===== src/rtl/oric_tap_player.sv =====
// Oric fast-format cassette synthesiser: serialises tape bytes into start, data (LSB first),
// odd parity and stop cells on tape_out, with playback gated by the K7_REMOTE motor line.
module oric_tap_player #(
   parameter int T_UNIT    = 4992,
   parameter int STOP_BITS = 4
) (
   input  logic        clk_sys,
   input  logic        reset,
   input  logic [7:0]  in_data,
   input  logic        in_valid,
   output logic        in_ready,
   input  logic        remote,
   output logic        tape_out,
   output logic        busy,
   output logic [15:0] bytes_sent
);

   localparam int            CW          = $clog2(2 * T_UNIT);
   localparam logic [CW-1:0] C_T1        = CW'(T_UNIT - 1);
   localparam logic [CW-1:0] C_T2        = CW'(2 * T_UNIT - 1);
   localparam logic [2:0]    C_STOP_LAST = 3'(STOP_BITS - 1);

   typedef enum logic [2:0] {
      S_IDLE   = 3'd0,
      S_START  = 3'd1,
      S_DATA   = 3'd2,
      S_PARITY = 3'd3,
      S_STOP   = 3'd4
   } state_t;

   function automatic logic odd_parity(input logic [7:0] d);
      return ~(^d);
   endfunction

   state_t        r_state, w_state_n, w_cur_state;
   logic [2:0]    r_bitcnt, w_bitcnt_n, w_next_idx;
   logic [7:0]    r_shift, w_shift_n;
   logic [7:0]    r_hold, w_hold_n;
   logic          r_full, w_full_n;
   logic          r_silent, w_silent_n;
   logic          r_low, w_low_n;
   logic          r_bit, w_bit_n;
   logic          r_tape, w_tape_n;
   logic          r_busy, w_busy_n;
   logic [CW-1:0] r_cnt, w_cnt_n;
   logic [15:0]   r_sent, w_sent_n;
   logic          w_cell_end, w_boundary, w_frame_done;

   assign in_ready   = ~r_full;
   assign tape_out   = r_tape;
   assign busy       = r_busy;
   assign bytes_sent = r_sent;

   // A cell ends when its LOW phase expires; while silent every clock is a decision point.
   assign w_cell_end   = ~r_silent & r_low & (r_cnt == (r_bit ? C_T1 : C_T2));
   assign w_boundary   = r_silent | w_cell_end;
   assign w_frame_done = w_cell_end & (r_state == S_STOP) & (r_bitcnt == C_STOP_LAST);
   assign w_cur_state  = w_frame_done ? S_IDLE : r_state;
   assign w_next_idx   = r_bitcnt + 3'd1;

   // Next-state: holding register, frame sequencing and cell phase timing.
   always_comb begin
      w_state_n  = r_state;
      w_bitcnt_n = r_bitcnt;
      w_shift_n  = r_shift;
      w_hold_n   = r_hold;
      w_full_n   = r_full;
      w_silent_n = r_silent;
      w_low_n    = r_low;
      w_bit_n    = r_bit;
      w_tape_n   = r_tape;
      w_busy_n   = r_busy;
      w_sent_n   = r_sent;
      w_cnt_n    = r_cnt + CW'(1);

      if (in_valid && !r_full) begin
         w_hold_n = in_data;
         w_full_n = 1'b1;
      end else begin
         w_hold_n = r_hold;
      end

      if (w_frame_done) begin
         w_sent_n  = r_sent + 16'd1;
         w_busy_n  = 1'b0;
         w_state_n = S_IDLE;
      end else begin
         w_sent_n = r_sent;
      end

      if (w_boundary) begin
         if (!remote) begin
            w_silent_n = 1'b1;
            w_tape_n   = 1'b0;
            w_cnt_n    = {CW{1'b0}};
         end else begin
            w_silent_n = 1'b0;
            w_low_n    = 1'b0;
            w_tape_n   = 1'b1;
            w_cnt_n    = {CW{1'b0}};
            case (w_cur_state)
               S_IDLE: begin
                  if (r_full) begin
                     w_shift_n = r_hold;
                     w_full_n  = 1'b0;
                     w_state_n = S_START;
                     w_bit_n   = 1'b0;
                     w_busy_n  = 1'b1;
                  end else begin
                     w_state_n = S_IDLE;
                     w_bit_n   = 1'b1;
                  end
               end
               S_START: begin
                  w_state_n  = S_DATA;
                  w_bitcnt_n = 3'd0;
                  w_bit_n    = r_shift[0];
               end
               S_DATA: begin
                  if (r_bitcnt == 3'd7) begin
                     w_state_n = S_PARITY;
                     w_bit_n   = odd_parity(r_shift);
                  end else begin
                     w_bitcnt_n = w_next_idx;
                     w_bit_n    = r_shift[w_next_idx];
                  end
               end
               S_PARITY: begin
                  w_state_n  = S_STOP;
                  w_bitcnt_n = 3'd0;
                  w_bit_n    = 1'b1;
               end
               S_STOP: begin
                  w_bitcnt_n = w_next_idx;
                  w_bit_n    = 1'b1;
               end
               default: begin
                  w_state_n = S_IDLE;
                  w_bit_n   = 1'b1;
               end
            endcase
         end
      end else if (!r_low && (r_cnt == C_T1)) begin
         w_low_n  = 1'b1;
         w_tape_n = 1'b0;
         w_cnt_n  = {CW{1'b0}};
      end else begin
         w_low_n = r_low;
      end
   end

   // State and output registers; reset abandons any frame and drops the held byte.
   always_ff @(posedge clk_sys) begin
      if (reset) begin
         r_state  <= S_IDLE;
         r_bitcnt <= 3'd0;
         r_shift  <= 8'd0;
         r_hold   <= 8'd0;
         r_full   <= 1'b0;
         r_silent <= 1'b1;
         r_low    <= 1'b0;
         r_bit    <= 1'b1;
         r_tape   <= 1'b0;
         r_busy   <= 1'b0;
         r_cnt    <= {CW{1'b0}};
         r_sent   <= 16'd0;
      end else begin
         r_state  <= w_state_n;
         r_bitcnt <= w_bitcnt_n;
         r_shift  <= w_shift_n;
         r_hold   <= w_hold_n;
         r_full   <= w_full_n;
         r_silent <= w_silent_n;
         r_low    <= w_low_n;
         r_bit    <= w_bit_n;
         r_tape   <= w_tape_n;
         r_busy   <= w_busy_n;
         r_cnt    <= w_cnt_n;
         r_sent   <= w_sent_n;
      end
   end

endmodule

===== config.mk =====
export PLATFORM = sky130hd
export DESIGN_NAME = oric_tap_player
export DESIGN_NICKNAME = d
export VERILOG_FILES = /design/src/rtl/oric_tap_player.sv
export SDC_FILE = /design/constraint.sdc
export NUM_CORES = 1
export LEC_CHECK = 0
export ABC_AREA = 1
export BUFFER_PORTS_ARGS = -buffer_cell sky130_fd_sc_hd__buf_2
export CAP_MARGIN = 10
export CORE_MARGIN = 3
export CORE_UTILIZATION = 50
export CTS_BUF_LIST = sky130_fd_sc_hd__clkbuf_4
export DETAILED_ROUTE_END_ITERATION = 8
export GPL_ROUTABILITY_DRIVEN = 0
export PLACE_DENSITY = 0.8
export SKIP_LAST_GASP = 1
export SLEW_MARGIN = 20
export SYNTH_ARGS = -nofsm -noshare
export SYNTH_HDL_FRONTEND = slang
export SYNTH_SLANG_ARGS = --single-unit

===== constraint.sdc =====
create_clock -name clk_sys -period 1.9 [get_ports clk_sys]
set_input_delay 0.19 -clock clk_sys [delete_from_list [all_inputs] [get_ports clk_sys]]
set_output_delay 0.19 -clock clk_sys [all_outputs]
set_load 0.03 [all_outputs]

* Yosys cells after proc, flatten, opt, wreduce, memory -nomap -nowiden
Cells that the tools add are included.
** Word-level totals
- Logic and storage cells :: 80
- Bits in registers :: 58
- Bits of input ports :: 12
** Cells by class
- Order comparisons :: 1
- Multiplexer cells :: 31
- Reduce and logical (&&, ||, !) cells :: 14
- Bitwise logic cells :: 8
- Equality and inequality tests :: 11
- Add/sub/neg operators :: 3
** Operators by type and width (number)
- $mux W1 :: 21
- $add A16 B1 Y16 const B :: 1
- $mux W3 :: 5
- $pmux W3 S5 :: 1
- $add A14 B1 Y14 const B :: 1
- $eq A14 B13 Y1 const B :: 1
- $eq A14 B14 Y1 :: 1
- $mux W14 :: 1
- $eq A3 B2 Y1 const B :: 3
- $eq A3 B3 Y1 const B :: 3
- $pmux W3 S3 :: 1
- $reduce_and A4 Y1 :: 2
- $reduce_xor A8 Y1 :: 1
- $and A1 B1 Y1 :: 4
- $lt A3 B4 Y1 const B :: 1
- $ne A2 B2 Y1 const B :: 2
- $reduce_and A2 Y1 :: 2
- $add A3 B1 Y3 const B :: 1
- $bmux W1 S3 :: 1
- $eq A3 B1 Y1 const B :: 1
- $logic_not A3 Y1 :: 1
- $not A1 Y1 :: 3
- $pmux W1 S3 :: 1
- $reduce_bool A3 Y1 :: 1
- other kinds (6) :: 8

* Logic depth before layout (Yosys ltp)
- Word-level depth :: 10
- Depth in mapped cells :: 12

* Least setup slack after synthesis
Ideal clock, no wire load.
- Path kind :: flip-flop to flip-flop
- Start point :: register r_bitcnt[0]
- End point :: register r_shift[0]
- Slack :: 0.116 ns
- Stages on the path, launching flop included :: 12
- Data required time :: 1.788 ns
- Arrival :: 1.672 ns
- Cells stage by stage :: dfxtp_1 > ha_1 > ha_1 > clkbuf_2 > nand2_1 > nor2_2 > nand4_4 > nand2_4 > nand4_4 > buf_6 > nor2_2 > nor2_1
** Between the ends
- Longest elaborated chain between the ends :: 5
** Ends and longest elaborated chain
- start: declaration :: line 36 : logic [2:0] r_bitcnt, w_bitcnt_n, w_next_idx;
- start signal: assignment :: line 169 : r_bitcnt <= w_bitcnt_n;
- $eq A3 B2 Y1 :: line 57 : assign w_frame_done = w_cell_end & (r_state == S_STOP) & (r_bitcnt == C_STOP_LAST);
- $and A1 B1 Y1 :: line 57
- $mux W3 :: line 58 : assign w_cur_state = w_frame_done ? S_IDLE : r_state;
- $logic_not A3 Y1 :: line 101 : case (w_cur_state)
- $reduce_and A4 Y1 (no line)
- end signal: assignment :: line 170 : r_shift <= w_shift_n;
- end: declaration :: line 37 : logic [7:0] r_shift, w_shift_n;
No other way between the ends.
A chain may end at the register's enable or synchronous reset.

* Final worst setup path
- Start point :: register r_cnt[1]
- End point :: register r_busy (netlist: busy)
** Between the ends
- Longest elaborated chain between the ends :: 9
- Elaborated cells on any way between the ends :: 12
- Classes of those cells :: eq/ne: 1; mux: 6; bitwise: 4; reduce/logical: 1
** Ends and longest elaborated chain
- start: declaration :: line 45 : logic [CW-1:0] r_cnt, w_cnt_n;
- start signal: assignment :: line 165 : r_cnt <= {CW{1'b0}};
- start signal: assignment :: line 178 : r_cnt <= w_cnt_n;
- $eq A14 B14 Y1 * :: line 55 : assign w_cell_end = ~r_silent & r_low & (r_cnt == (r_bit ? C_T1 : C_T2));
- $and A1 B1 Y1 * :: line 55
- $and A1 B1 Y1 (2 in series) :: line 57
- $mux W3 / $mux W1 (equally long branches) :: line 58, 83
- $logic_not A3 Y1 / $mux W1 (equally long branches) :: line 101, 103
- $mux W1 :: line 101
- $mux W1 :: line 92 : if (!remote) begin
- $mux W1 * :: line 91 : if (w_boundary) begin
- end signal: assignment :: line 177 : r_busy <= w_busy_n;
- end: declaration :: line 44 : logic r_busy, w_busy_n;
Every way passes the cells marked *; elsewhere a longest branch is shown, timed or not.

==> metrics.md <==
| Metric | Value |
|---|---|
| Synth area leaders | dfxtp_1 36%, nand2_1 10%, nor2_1 8.1% |
| Startpoint Class | flop |
| Worst hold path type | in -> reg |
| Top cells by count, synth | 86 x nand2_1, 69 x nor2_1, 58 x dfxtp_1 |
| Number of synthesized flops with an enable pin | 0 |
| Clk pwr share | 42.8% |
| Vias in the first global route | 2916 |
| Mapped Cells | between 400 and 500 |
| R2R cell count | 11 |
| Worst Clk Skew | about 17 ps |
| Pwr Total | around 2.7 mW |
| Crit path kind | reg -> reg |
| CTS clk-pin slew, worst paths | ~100 ps |
| Util after Layout | between 60% and 70% |
| ANT cells | 0 |
| Status | finished, final reports clean |
| Syn_nets | 479 |
| Core area | 0.00606 sq mm |
| Die H | approximately 86 microns |
| Fin cells | 592 |
| Top_reg_cell synth | dfxtp_1 |
| Post-DRT Antenna Nets | 0 |
| CTS buffer count | 9 |
| Period Utilization, post-route | between 90 and 100% |
| H-tree depth | 3 |
| Drt pass-1 iters | 4 |
| Reg2reg start | r_cnt[1] |
| Leakage power | between 1.5 and 2 nW |
| Sink Count | slightly below 60 |
| Clk_lat worst skew | about 390 ps |
| Register area share after synthesis | roughly 36% |
| Slew at the pin with the worst max-slew slack | 437 ps |
| Via count | 3139 |
| Worst Path Arrival | roughly 2100 ps |
| Synth warn | 0 |
| CP Capture Type | flop |
| Fin. max-slew vios | 0 |
| Count leader, synth | nand2_1 |
| FF-to-FF End | busy |
| Initial DRC count | 156 |
| Max-cap viol count | 0 |
| CTS tree | done |
| # placed instances | between 500 and 600 |
| Power share of the sequential group | a little under half |
| Pin count of the biggest net entering global routing | 31 |
| CP max FO | 5 |
| Clock root buffer | clkbuf_4 |
| Setup violators final | 0 |
| Asr flop ratio synth | 0% |
| Share of cells above drive strength 1 | between 20% and 30% |
| Switch share | 24.7% |
| FP Rows | 28 |
| Internal power | 2.05 mW |
| Hold path start | in_data[2] |
| Area growth, synth to finish | 18.0% |
| Final-report hold violation count | 0 |
| Hold endpoint | r_hold[2] |
| Routed len/inst | about 12 microns |
| Unrepaired setup endpoints after global routing | yes |
| Gr usage total | 20.1% |
| Placed cell areas | 0.00349 sq mm |
| Vias per cell | 5.30 |
| Fin nets | about 530 |
| Crit path time final | 1800 ps |
| Number of synthesized register bits | 58 |
| Post-synth top area cell | dfxtp_1 |
| I/O pin cnt | 31 |
| First-pass GRT wire length | between 10000 and 15000 microns |
| Die Area | 0.00743 sq mm |
| DRC Markers | 0 |
| Grt ovf | 0 |
| Initial Util | a little over half |
| Die X | 86.2 microns |
| Mapped cell area | between 0.003 and 0.004 sq mm |
| Relative slew slack | between 70% and 80% |
| Fin area | around 0.0038 sq mm |
| Highest Clock Rate | between 0.5 and 0.6 GHz |
| Detailed-route wire length | approximately 7200 microns |
| Peak VDD IR | 522 uV |
| Clk buf depth | 2 |
| Initial antenna violation count | 0 |
| Average size of a mapped cell | between 6 and 7 sq um |
| Combinational share of power | approximately a tenth |
| Pwr dens | a little over 700 mW/mm^2 |
| Share of the synthesized area in the top cell type | between 30% and 40% |
| Reg-to-reg slack, setup | approximately 100 ps |
| Synth cell types | 36 |
| IO buf count | 30 |
| Data required, critical path | between 2000 and 2500 ps |
| Detail Placement HPWL | just over 5000 microns |
| Total Neg Setup Slack | 0 ps |
| Worst Hold Path Cells | 3 |
| Switching power total | around 0.67 mW |
[routing by layer]
layer	vias to the layer above	GRT usage, %	part of all wire (%)
met5	-	0	0
met4	0	8.64	1.5
met3	15	3.99	5.8
met2	82	33.4	48
met1	1449	25.5	45
li1	1593	-	-
[logic make-up (layout without fill, tap and decap cells)]
family          after synthesis  count (layout)  share of synthesized area (%)
flops                        58              58                           36.1
simple gates                250             250                           37.8
fa+ha+maj                     5               5                           1.95
xor+xnor                     22              22                           5.99
compound gates               58              58                           9.65
buf+inv                      69             124                           8.48
[cell usage in the layout (no fill, tap or decap), types with 3 or more instances in the layout]
cell type / n
nand2_1: 85
nor2_1: 66
inv_1: 54
dfxtp_1: 54
nand3_1: 32
buf_2: 30
a21oi_1: 28
o21ai_0: 21
buf_4: 18
nor3_1: 15
nand4_1: 13
xor2_1: 11
xnor2_1: 11
nor2_2: 11
clkbuf_4: 11
nand2_4: 5
nor3b_1: 5
inv_2: 4
nor2_4: 3
nand2_2: 3
a31oi_1: 3
ha_1: 3
bufinv_16: 3
dfxtp_2: 3
[worst max-delay path, stage by stage (launching register included)]
cell	delay, ps
dfxtp_2	360
ha_4	140
nand2_4	50
nor2_4	150
nand2_4	70
nor2_4	170
nand4_4	150
nand2_4	140
nand4_4	110
buf_6	170
buf_4	130
a21oi_2	100
[stage by stage]
| step | hold slack, ps | setup WS, ps |
|---|---|---|
| after floorplan | 266 | 116 |
| after global placement | 411 | 102 |
| after detailed placement | 419 | -27.7 |
| after CTS | 1.17 | 56.3 |
| after global routing | 5.84 | -62.8 |
| final | 14.5 | 103 |
[area by class of cell]
cell class | instances | area (sq um)
timing repair buffer | 50 | 308
inverter | 58 | 218
clock buffer | 11 | 82.6
tap | 75 | 93.8
sequential | 58 | 1170
fill | 556 | 2270
multi-input combinational | 335 | 1820
clock inverter | 5 | 103
[how the worst max path moves through the flow]
| stage | endpoint | startpoint | slack, ps |
|---|---|---|---|
| 2_1_floorplan | r_shift[0] | r_bitcnt[0] | 120 |
| 3_3_place_gp | r_shift[7] | r_bitcnt[0] | 100 |
| 3_5_place_dp | r_shift[5] | r_cnt[0] | -30 |
| 4_1_cts | bytes_sent[8] | r_cnt[0] | 60 |
| 5_1_grt | r_shift[0] | r_cnt[1] | -60 |
| 6_report | busy | r_cnt[1] | 100 |
[what timing repair did]
action,in CTS,in global routing
gates cloned,0,0
hold buffers,0,0
resized for setup,0,17
endpoints found under the setup margin,8,37
hold endpoints to repair,0,0
setup buffers,3,6
pin swaps,0,8
[state kept, by name, summed over array words and instances (netlist names), 3 cells and up]
name / cells
bytes_sent: 16
r_state: 3
r_cnt: 14
r_shift: 8
r_bitcnt: 3
r_hold: 8
[power groups by stage]
| stage | combinational [mW] | clock, mW | sequential (mW) |
|---|---|---|---|
| final | 0.261 | 1.16 | 1.29 |
| after global routing | 0.299 | 1.23 | 1.30 |
| after CTS | 0.255 | 1.18 | 1.29 |
| after detailed placement | 0.248 | 0 | 1.32 |
| after global placement | 0.239 | 0 | 1.32 |
| after floorplan | 0.198 | 0 | 1.31 |
(Power assumes the default switching activity.)
